==> src/rtl/csd_scale_pkg.sv <==
// Shared definitions for the CSD constant scaler.
//   - mode_e       : constant select encodings (1, 1/sqrt2, cos(pi/8), sin(pi/8))
//   - csd_term_t   : one canonical-signed-digit term, weight = sign * 2^-exp
//   - csd_term()   : per-mode CSD table lookup, up to MAX_TERMS terms per mode
//   - ref_round()  : reference round-half-up of a value with F fractional bits
package csd_scale_pkg;

  // Largest CSD exponent in the table; the product keeps this many fraction bits.
  localparam int F         = 9;
  localparam int MAX_TERMS = 5;

  typedef enum logic [1:0] {
    MODE_ONE    = 2'd0,
    MODE_RSQRT2 = 2'd1,
    MODE_COS8   = 2'd2,
    MODE_SIN8   = 2'd3
  } mode_e;

  // en = term present, neg = subtract, exp = weight 2^-exp
  typedef struct packed {
    logic       en;
    logic       neg;
    logic [3:0] exp;
  } csd_term_t;

  function automatic csd_term_t mk_term(input logic neg, input int exp);
    csd_term_t t;
    t.en  = 1'b1;
    t.neg = neg;
    t.exp = 4'(exp);
    return t;
  endfunction

  // Terms are grouped so idx 0/1 and 2/3 form the two pair sums and idx 4
  // is the remaining term; unused slots are disabled.
  function automatic csd_term_t csd_term(input mode_e mode, input int idx);
    csd_term_t t;
    t = '0;
    case (mode)
      MODE_ONE: begin
        if (idx == 4) t = mk_term(1'b0, 0);
      end
      MODE_RSQRT2: begin  // 2^-1 + 2^-3 + 2^-4 + 2^-6 + 2^-8
        case (idx)
          0: t = mk_term(1'b0, 1);
          1: t = mk_term(1'b0, 3);
          2: t = mk_term(1'b0, 4);
          3: t = mk_term(1'b0, 6);
          4: t = mk_term(1'b0, 8);
          default: t = '0;
        endcase
      end
      MODE_COS8: begin    // 2^0 - 2^-4 - 2^-6 + 2^-9
        case (idx)
          0: t = mk_term(1'b0, 0);
          1: t = mk_term(1'b1, 4);
          2: t = mk_term(1'b1, 6);
          3: t = mk_term(1'b0, 9);
          default: t = '0;
        endcase
      end
      MODE_SIN8: begin    // 2^-2 + 2^-3 + 2^-7
        case (idx)
          0: t = mk_term(1'b0, 2);
          1: t = mk_term(1'b0, 3);
          4: t = mk_term(1'b0, 7);
          default: t = '0;
        endcase
      end
      default: t = '0;
    endcase
    return t;
  endfunction

  // Round half toward +infinity, dropping F fraction bits.
  function automatic longint ref_round(input longint p);
    return (p + (longint'(1) <<< (F - 1))) >>> F;
  endfunction

endpackage

==> src/rtl/csd_scale_if.sv <==
// Sample/result bus of the CSD scaler.
//   master (producer/consumer side): drives ce, in_valid, in, mode, neg;
//                                    receives out_valid, out, sat
//   slave  (csd_scale):              the mirror image
interface csd_scale_if
  import csd_scale_pkg::*;
#(
  parameter int W = 16
);
  logic                ce;
  logic                in_valid;
  logic signed [W-1:0] in;
  mode_e               mode;
  logic                neg;
  logic                out_valid;
  logic signed [W-1:0] out;
  logic                sat;

  modport master (
    output ce, in_valid, in, mode, neg,
    input  out_valid, out, sat
  );

  modport slave (
    input  ce, in_valid, in, mode, neg,
    output out_valid, out, sat
  );
endinterface

==> src/rtl/csd_scale_term_sum.sv <==
// csd_term_sum: combinational shift-and-add of one mode's CSD terms.
//   x      : signed input sample (W bits)
//   pair_a : term0 + term1, pair_b : term2 + term3, rest : term4
// Each term is x << (F - exp), so the outputs carry F fraction bits.
module csd_term_sum
  import csd_scale_pkg::*;
#(
  parameter int    W    = 16,
  parameter int    F    = csd_scale_pkg::F,
  parameter mode_e MODE = MODE_ONE,
  parameter int    PW   = W + F + 2
) (
  input  logic signed [W-1:0]  x,
  output logic signed [PW-1:0] pair_a,
  output logic signed [PW-1:0] pair_b,
  output logic signed [PW-1:0] rest
);

  function automatic logic signed [PW-1:0] term_val(input logic signed [W-1:0] v,
                                                   input csd_term_t t);
    logic signed [PW-1:0] e;
    e = PW'(v) <<< (F - int'(t.exp));
    if (!t.en) return '0;
    return t.neg ? -e : e;
  endfunction

  assign pair_a = term_val(x, csd_term(MODE, 0)) + term_val(x, csd_term(MODE, 1));
  assign pair_b = term_val(x, csd_term(MODE, 2)) + term_val(x, csd_term(MODE, 3));
  assign rest   = term_val(x, csd_term(MODE, 4));

endmodule

==> src/rtl/csd_scale.sv <==
// csd_scale: 3-stage pipelined signed multiply by a selectable CSD constant,
// with optional negation, round-half-up and saturation to W = 2**N bits.
//   clk : rising-edge clock
//   rst : asynchronous active-low reset, clears every pipeline register
//   bus : csd_scale_if slave -- ce (stall), in_valid/in/mode/neg in,
//         out_valid/out/sat out
// Stages: S1 pair sums + remaining term, S2 full product,
//         S3 negate/round/saturate into the outputs.
module csd_scale
  import csd_scale_pkg::*;
#(
  parameter int N = 4,
  parameter int F = csd_scale_pkg::F
) (
  input  logic           clk,
  input  logic           rst,
  csd_scale_if.slave     bus
);

  localparam int W  = 2 ** N;
  localparam int PW = W + F + 2;

  localparam logic signed [PW-1:0] HALF    = PW'(1) <<< (F - 1);
  localparam logic signed [PW-1:0] MAX_OUT = (PW'(1) <<< (W - 1)) - PW'(1);
  localparam logic signed [PW-1:0] MIN_OUT = -(PW'(1) <<< (W - 1));

  // Every mode is evaluated in parallel; mode only steers the S1 mux, so a
  // mode change takes effect on the very next sample.
  logic signed [PW-1:0] pair_a [4];
  logic signed [PW-1:0] pair_b [4];
  logic signed [PW-1:0] rest   [4];

  for (genvar g = 0; g < 4; g++) begin : g_mode
    csd_term_sum #(
      .W    (W),
      .F    (F),
      .MODE (mode_e'(g)),
      .PW   (PW)
    ) u_sum (
      .x      (bus.in),
      .pair_a (pair_a[g]),
      .pair_b (pair_b[g]),
      .rest   (rest[g])
    );
  end

  logic                 s1_valid, s1_neg;
  logic signed [PW-1:0] s1_pair_a, s1_pair_b, s1_rest;
  logic                 s2_valid, s2_neg;
  logic signed [PW-1:0] s2_sum;

  logic signed [PW-1:0] prod;
  logic signed [PW-1:0] rounded;
  logic signed [W-1:0]  res;
  logic                 res_sat;

  // Negation precedes rounding so that round-half-up stays biased toward
  // +infinity for negated products too.
  always_comb begin
    // NOTE: every combinational output gets a value on every path, which is
    // what keeps this block free of inferred latches.
    res     = '0;
    res_sat = 1'b0;
    prod    = s2_neg ? -s2_sum : s2_sum;
    rounded = (prod + HALF) >>> F;
    if (rounded > MAX_OUT) begin
      res     = MAX_OUT[W-1:0];
      res_sat = 1'b1;
    end else if (rounded < MIN_OUT) begin
      res     = MIN_OUT[W-1:0];
      res_sat = 1'b1;
    end else begin
      res = rounded[W-1:0];
    end
  end

  always_ff @(posedge clk or negedge rst) begin
    if (!rst) begin
      s1_valid      <= 1'b0;
      s1_neg        <= 1'b0;
      s1_pair_a     <= '0;
      s1_pair_b     <= '0;
      s1_rest       <= '0;
      s2_valid      <= 1'b0;
      s2_neg        <= 1'b0;
      s2_sum        <= '0;
      bus.out_valid <= 1'b0;
      bus.out       <= '0;
      bus.sat       <= 1'b0;
    end else if (bus.ce) begin
      // NOTE: non-blocking assignments let each stage read the previous
      // stage's old value, so the three stages advance in lockstep.
      s1_valid      <= bus.in_valid;
      s1_neg        <= bus.neg;
      s1_pair_a     <= pair_a[bus.mode];
      s1_pair_b     <= pair_b[bus.mode];
      s1_rest       <= rest[bus.mode];
      s2_valid      <= s1_valid;
      s2_neg        <= s1_neg;
      s2_sum        <= s1_pair_a + s1_pair_b + s1_rest;
      bus.out_valid <= s2_valid;
      bus.out       <= res;
      bus.sat       <= res_sat;
    end
  end

endmodule
==> src/flat_wrapper.sv <==
// flat-port wrapper written by rule: the top's interface ports become plain ports
module csd_scale_flat import csd_scale_pkg::*;
#(
  parameter int N = 4,
  parameter int F = csd_scale_pkg::F
)
  (clk, rst, bus_ce, bus_in_valid, bus_in, bus_mode, bus_neg, bus_out_valid, bus_out, bus_sat);
  csd_scale_if bus_i ();
  input  logic clk;
  input  logic rst;
  input wire logic [$bits(bus_i.ce)-1:0] bus_ce;
  input wire logic [$bits(bus_i.in_valid)-1:0] bus_in_valid;
  input wire logic [$bits(bus_i.in)-1:0] bus_in;
  input wire logic [$bits(bus_i.mode)-1:0] bus_mode;
  input wire logic [$bits(bus_i.neg)-1:0] bus_neg;
  output wire logic [$bits(bus_i.out_valid)-1:0] bus_out_valid;
  output wire logic [$bits(bus_i.out)-1:0] bus_out;
  output wire logic [$bits(bus_i.sat)-1:0] bus_sat;
  assign bus_i.ce = bus_ce;
  assign bus_i.in_valid = bus_in_valid;
  assign bus_i.in = bus_in;
  assign bus_i.mode = bus_mode;
  assign bus_i.neg = bus_neg;
  assign bus_out_valid = bus_i.out_valid;
  assign bus_out = bus_i.out;
  assign bus_sat = bus_i.sat;
  csd_scale #(.N(N), .F(F)) u_core (.clk(clk), .rst(rst), .bus(bus_i));
endmodule
==> config.mk <==
export PLATFORM = sky130hd
export DESIGN_NAME = csd_scale_flat
export DESIGN_NICKNAME = d
export VERILOG_FILES = /design/src/rtl/csd_scale_pkg.sv /design/src/rtl/csd_scale_if.sv /design/src/rtl/csd_scale_term_sum.sv /design/src/rtl/csd_scale.sv /design/src/flat_wrapper.sv
export SDC_FILE = /design/constraint.sdc
export NUM_CORES = 1
export LEC_CHECK = 0
export CAP_MARGIN = 20
export CELL_PAD_IN_SITES_DETAIL_PLACEMENT = 1
export CELL_PAD_IN_SITES_GLOBAL_PLACEMENT = 1
export CORE_ASPECT_RATIO = 0.5
export CORE_UTILIZATION = 52
export CTS_BUF_LIST = sky130_fd_sc_hd__clkbuf_16
export DETAILED_ROUTE_END_ITERATION = 12
export HOLD_SLACK_MARGIN = 0.08
export PLACE_DENSITY = 0.91
export SYNTH_ARGS = -nofsm -noshare
export SYNTH_HDL_FRONTEND = slang
export SYNTH_SLANG_ARGS = --single-unit
==> constraint.sdc <==
create_clock -name clk -period 11.94 [get_ports clk]
set_input_delay 1.791 -clock clk [delete_from_list [all_inputs] [get_ports clk]]
set_output_delay 1.791 -clock clk [all_outputs]
set_load 0.01 [all_outputs]
==> results of run 1 <==
## report_power, final
group / internal (mW) / switching, mW
combinational: 0.470 / 0.628
sequential: 0.513 / 0.138
clock: 0.320 / 0.193
## logic make-up (layout without fill, tap and decap cells)
group	Yosys count	count (layout)	synth area share
muxes	36	36	0.0371
xor gates and xnor gates	100	100	0.0826
adders and majority gates	116	116	0.155
DFF	121	121	0.286
buffers and inverters	105	128	0.0400
AOI/OAI and AO/OA	371	371	0.231
and+or+nand+nor	375	375	0.169
## sequential cells by signal, indices dropped and copies added, names as in the netlist
name and cells:
u_core.bus.out 16, u_core.bus.out_valid 1, u_core.bus.sat 1, u_core.s1_neg 1, u_core.s1_pair_a 21, u_core.s1_pair_b 27, u_core.s1_rest 24, u_core.s1_valid 1
u_core.s2_neg 1, u_core.s2_sum 27, u_core.s2_valid 1
## cell usage in the layout, fill, tap and decap left out, drive strengths merged, types with 16 or more instances in the layout
cell	synthesis	final
a21o	28	28
a21oi	121	121
a31oi	35	35
clkbuf	35	17
clkdlybuf4s50	0	38
dfrtp	121	121
fa	25	25
ha	91	91
inv	47	48
mux2	26	26
nand2	92	92
nand3	29	29
nor2	129	129
nor3	27	27
o21a	16	16
o21ai	60	60
xnor2	68	68
xor2	32	32
## path summary, 6_finish.rpt
| kind | from | endpoint | slack, ns | cells after the start |
|---|---|---|---|---|
| setup / recovery | bus_in[1] | u_core.s1_pair_b[18] | 6.24 | 12 |
| hold / removal | u_core.bus.out_valid | u_core.bus.out_valid | 0.51 | 1 |
| setup reg to reg | u_core.s2_sum[4] | u_core.bus.out[11] | 7.14 | 14 |
| hold reg to reg | u_core.bus.out_valid | u_core.bus.out_valid | 0.51 | 1 |
| max in group asynchronous | rst | u_core.s1_pair_b[19] | 9.18 | 2 |
| min in group asynchronous | rst | u_core.bus.out[3] | 1.39 | 1 |
## per-stage QoR
stage	instances	setup WS (ns)	hold slack [ns]
after floorplan	1224	7.42	0.449
after global placement	1482	6.22	0.465
after detailed placement	1482	6.02	0.496
after CTS	1513	6.30	0.510
after global routing	1513	6.08	0.514
final	1513	6.24	0.507
## metal layers
layer  routed length (um)  global-route usage  share of wire
met1                15300               0.451           0.42
met2                16800               0.596           0.47
met3                 3170              0.0948          0.088
met4                  840               0.125          0.023
met5                    0                   0              0
## area by class of cell
cell class	instances	area, um^2
clock buffer	17	425
clock inverter	14	139
fill	2342	8010
inverter	47	176
multi-input combinational	998	7150
sequential	121	3030
tap	266	333
timing repair buffer	50	470
==> impl_metrics.env, run 1 <==
export IMPL_outcome="completed"
export IMPL_worstSetupEndpointType="register"
export IMPL_cp_slowest_cell="clkdlybuf4s50_1"
export IMPL_hp_class="register to register"
export IMPL_synth_largest_area_cell="dfrtp_1"
export IMPL_cts_resized=0
export IMPL_synth_common_cells="129 x nor2_1, 121 x a21oi_1, 121 x dfrtp_1, 92 x nand2_1, 91 x ha_1"
export IMPL_viasPerCell=6.64
export IMPL_initial_utilization=0.537
export IMPL_fmax_ghz=0.176
export IMPL_final_cell_area_mm2=0.0117
export IMPL_cts_made_buffers=17
export IMPL_dieArea_mm2=0.0210
export IMPL_drc=0
export IMPL_power_leakage_nw=5.08
export IMPL_seq_area_frac_synth=0.286
export IMPL_synth_main_ff_cell="dfrtp_1"
export IMPL_io_pins=41
export IMPL_crit_buf_inv=2
export IMPL_finalSetupViolCount=0
export IMPL_first_pass_iters=5
export IMPL_fin_crit_sh=0.477
export IMPL_dpl_hpwl_um=25000
export IMPL_htreeDepth=4
export IMPL_fin_tns_setup_ns=0
export IMPL_cts_tree="yes"
export IMPL_worstPathRequired_ns=12.28
export IMPL_max_stage_delay_ns=0.77
export IMPL_cp_max_fo=11
export IMPL_critPathLaunchType="input port"
export IMPL_grt_max_degree=73
export IMPL_track_usage=0.356
export IMPL_vias=10100
export IMPL_core_mm2=0.0197
export IMPL_drtAntennaViolNets=0
export IMPL_hold_viol=0
export IMPL_fin_worst_skew_ns=0.00657
export IMPL_grt_pass1_wl_um=57400
export IMPL_crit_top_cell="a21oi_1"
export IMPL_synth_warnings=0
export IMPL_rsz0062_at_grt="false"
export IMPL_diodes=0
export IMPL_postLayoutCoreUtil=0.594
export IMPL_row_count=36
export IMPL_wl_per_cell_um=23.9
export IMPL_ir_drop_mv=0.119
export IMPL_syn_area_mm2=0.0106
export IMPL_die_w_um=204
export IMPL_path_delay_family="compound AO/OA/AOI/OAI gates"
export IMPL_async_reset_ff_frac=1.00
export IMPL_synth_area_leaders="dfrtp_1 29%, ha_1 11%, a21oi_1 5.7%, xnor2_1 5.6%, fa_1 4.7%"
export IMPL_cts_setup_buffers=0
export IMPL_post_route_cells_drive_above_1_share=0.0754
export IMPL_drtIter0Drc=822
export IMPL_critPathArrivalTime_ns=6.04
export IMPL_portBuffers=40
export IMPL_routabilityCongestion=0.900
export IMPL_die_h_um=103
export IMPL_syn2layout_area_growth_pct=10.6
export IMPL_fin_nets=1374
export IMPL_first_global_vias=10400
export IMPL_synthCells=1224
export IMPL_placed_cell_area_mm2=0.0112
export IMPL_cellPowerDensity_mw_per_mm2=193
export IMPL_slew_viol_final=0
export IMPL_clockBufferDepth=2
export IMPL_synth_seq_cells=121
export IMPL_synth_distinct_cells=81
export IMPL_hold_buffers=0
export IMPL_antenna_found_initial=0
export IMPL_path_clk_slew_ns=0.05
export IMPL_worstSkewPairLatency_ns=0.43
export IMPL_synth_top_area_frac=0.286
export IMPL_cts_sinks=121
export IMPL_synth_edf_count=0
export IMPL_root_buffer="clkbuf_16"
export IMPL_crit_chain="clkdlybuf4s50_1 -> inv_1 -> ha_1 -> nor2b_1 -> o21a_1 -> o21ai_0 -> or4b_2 -> a311oi_1 -> a21oi_1 -> a41oi_1 -> a21oi_1 -> a21oi_1"
export IMPL_drv_cap=0
export IMPL_wl_um=36100
export IMPL_power_mw=2.26
export IMPL_relSlewSlack=0.326
export IMPL_synth_fp_nets=1363
export IMPL_finalCriticalPeriod_ns=5.70
export IMPL_gr_total_overflow=0
export IMPL_yosysMostFrequentCell="nor2_1"
export IMPL_syn_avg_cell_area_um2=8.66
export IMPL_worstMarginPinSlew_ns=1.00
export IMPL_criticalPathCategory="input port to register"
(Power assumes the default switching activity.)
==> run 2, diff against run 1 <==
- CORE_UTILIZATION: 52 -> 44
- PLACE_DENSITY: 0.91 -> 0.82
- clock period: 11.94 -> 4.8 ns (I/O delays scaled with it)
==> run 2 against run 1 <==
Net effect:
- via count fell by 4.1%
- register-to-register slack got worse by 6.8 ns
- wire length fell by 8.0%
- sequential cell count did not move
- combinational power rose by 140%
- clock-buffer cell count did not move
- clock power rose to 2.7 times the previous value
- die area rose by 18%
- cell count rose by 3.7%
- final area rose by 1.9%
- power rose by 150%
- global-route usage fell by 7.7 points
- critical path type is now register to register
- critical endpoint is now u_core.bus.out[11]
==> impl_metrics.env, run 2 (synthesis results as in run 1) <==
export IMPL_outcome="completed"
export IMPL_drv_cap=0
export IMPL_dp_slack_ns=0.364
export IMPL_portBuffers=40
export IMPL_path_clk_slew_ns=0.06
export IMPL_cp_max_fo=16
export IMPL_critPathArrivalTime_ns=4.82
export IMPL_first_global_vias=10000
export IMPL_cts_sinks=121
export IMPL_root_buffer="clkbuf_16"
export IMPL_worstMarginPinSlew_ns=1.03
export IMPL_worstSkewPairLatency_ns=0.42
export IMPL_die_h_um=112
export IMPL_ir_drop_mv=0.251
export IMPL_hold_viol=0
export IMPL_gr_total_overflow=0
export IMPL_p_int_mw=3.37
export IMPL_clockBufferDepth=2
export IMPL_setup_slack_ns=0.323
export IMPL_power_frac_comb=0.467
export IMPL_post_route_cells_drive_above_1_share=0.0887
export IMPL_antenna_found_initial=0
export IMPL_fin_crit_sh=0.933
export IMPL_relSlewSlack=0.314
export IMPL_worstPathRequired_ns=5.14
export IMPL_htreeDepth=4
export IMPL_critPathLaunchType="register"
export IMPL_slew_viol_final=0
export IMPL_diodes=0
export IMPL_fmax_ghz=0.223
export IMPL_cts_tree="yes"
export IMPL_drtAntennaViolNets=0
export IMPL_dieArea_mm2=0.0248
export IMPL_cellPowerDensity_mw_per_mm2=470
export IMPL_first_pass_iters=5
export IMPL_layout_commonest_cell="nor2_1"
export IMPL_initial_utilization=0.457
export IMPL_io_pins=41
export IMPL_grt_max_degree=58
export IMPL_hold_buffers=0
export IMPL_grt_use_met2=0.441
export IMPL_syn2layout_area_growth_pct=12.7
export IMPL_grt_use_met1=0.404
export IMPL_row_count=39
export IMPL_rsz0062_at_grt="false"
export IMPL_die_w_um=222
export IMPL_cts_resized=0
export IMPL_viasPerCell=6.14
export IMPL_hp_class="input port to asynchronous set/reset pin"
export IMPL_clkPwrFrac=0.246
export IMPL_core_mm2=0.0232
export IMPL_seq_power_share=0.286
export IMPL_switching_power_mw=2.25
export IMPL_wl_per_cell_um=21.2
export IMPL_track_usage=0.279
export IMPL_drtIter0Drc=888
export IMPL_dpl_hpwl_um=24700
export IMPL_routabilityCongestion=0.905
export IMPL_mostFrequentLayoutCells="129 x nor2_1, 121 x a21oi_1, 121 x dfrtp_1"
export IMPL_netSwitchingFraction=0.401
export IMPL_nFillCells=2714
export IMPL_fin_nets=1388
export IMPL_wl_um=33200
export IMPL_fin_worst_skew_ns=0.00716
export IMPL_finalSetupViolCount=0
export IMPL_finalCriticalPeriod_ns=4.48
export IMPL_reg_largest_list="u_core.s1_pair_b (27), u_core.s2_sum (27), u_core.s1_rest (24)"
export IMPL_worstSetupEndpointType="register"
export IMPL_grt_pass1_wl_um=55000
export IMPL_grt_busiest_layer="met2"
export IMPL_power_leakage_nw=5.18
export IMPL_drc=0
export IMPL_vias=9640
export IMPL_cts_setup_buffers=0
export IMPL_grt_use_met3=0.0369
export IMPL_fin_tns_setup_ns=0
export IMPL_cts_made_buffers=17
export IMPL_criticalPathCategory="register to register"
[run 2: cell count changes in the layout (fill, tap and decap cells not counted)]
| cell | previous run | this run |
|---|---|---|
| bufinv_16 | 3 | 5 |
| clkinv_2 | 3 | 2 |
| inv_1 | 48 | 50 |
| clkinv_4 | 0 | 2 |
| inv_6 | 0 | 1 |
| buf_4 | 12 | 26 |
| clkinv_1 | 6 | 1 |
[run 2: area by class of cell]
cell class / instances / area [um^2] / share of cell area
multi-input cells: 998 / 7150 / 0.598
flip-flops and latches: 121 / 3030 / 0.253
repair buffers: 64 / 576 / 0.0482
clock buffers: 17 / 425 / 0.0356
well taps: 307 / 384 / 0.0321
clock inverters: 15 / 209 / 0.0175
inverters: 47 / 176 / 0.0148
[run 2: metal layers]
layer  share of wire  wire (um)
met2            0.45      14900
met4           0.012        410
met3           0.056       1850
met1            0.48      16100
met5               0          0
[run 2: worst paths after layout]
kind | start | to | slack (ns) | cells past startpoint
worst max-delay path | u_core.s2_sum[0] | u_core.bus.out[11] | 0.32 | 14
min in group clk | u_core.s1_pair_b[3] | u_core.s1_pair_b[3] | 0.48 | 1
worst max register to register | u_core.s2_sum[0] | u_core.bus.out[11] | 0.32 | 14
worst min register to register | u_core.s1_pair_b[3] | u_core.s1_pair_b[3] | 0.48 | 1
worst min-delay path | rst | u_core.s1_pair_a[6] | 0.26 | 1
max in group asynchronous | rst | u_core.bus.out[13] | 3.51 | 2
[run 2: power groups by stage]
stage	Clock, mW	Combinational [mW]	Sequential (mW)
floorplan	0	1.95	1.47
global placement	0	2.47	1.59
detailed placement	0	2.57	1.61
CTS	1.40	2.61	1.60
global route	1.45	2.92	1.65
finish	1.38	2.63	1.61
[run 2: worst max-delay path, stage by stage, from the launching register on]
cell      delay, ns
dfrtp_1        0.40
or4_4          0.58
or3_4          0.43
nand2_1        0.10
xnor2_1        0.13
ha_1           0.23
or4bb_1        0.40
a31oi_1        0.15
nand3b_1       0.18
o21ai_1        0.16
or3_1          0.53
o32a_4         0.37
o211ai_4       0.38
o211ai_1       0.15
a31oi_1        0.18
[run 2: through the flow]
| step | hold slack (ns) | cell area, um^2 | utilization | instances | power, mW |
|---|---|---|---|---|---|
| floorplan | 0.424 | 10600 | - | 1224 | 3.42 |
| global placement | 0.467 | 11300 | 0.487 | 1537 | 4.05 |
| global route | 0.279 | 12000 | 0.514 | 1569 | 6.01 |
| finish | 0.258 | 12000 | 0.514 | 1569 | 5.62 |
| detailed placement | 0.472 | 11300 | 0.487 | 1537 | 4.19 |
| CTS | 0.264 | 12000 | 0.514 | 1569 | 5.62 |
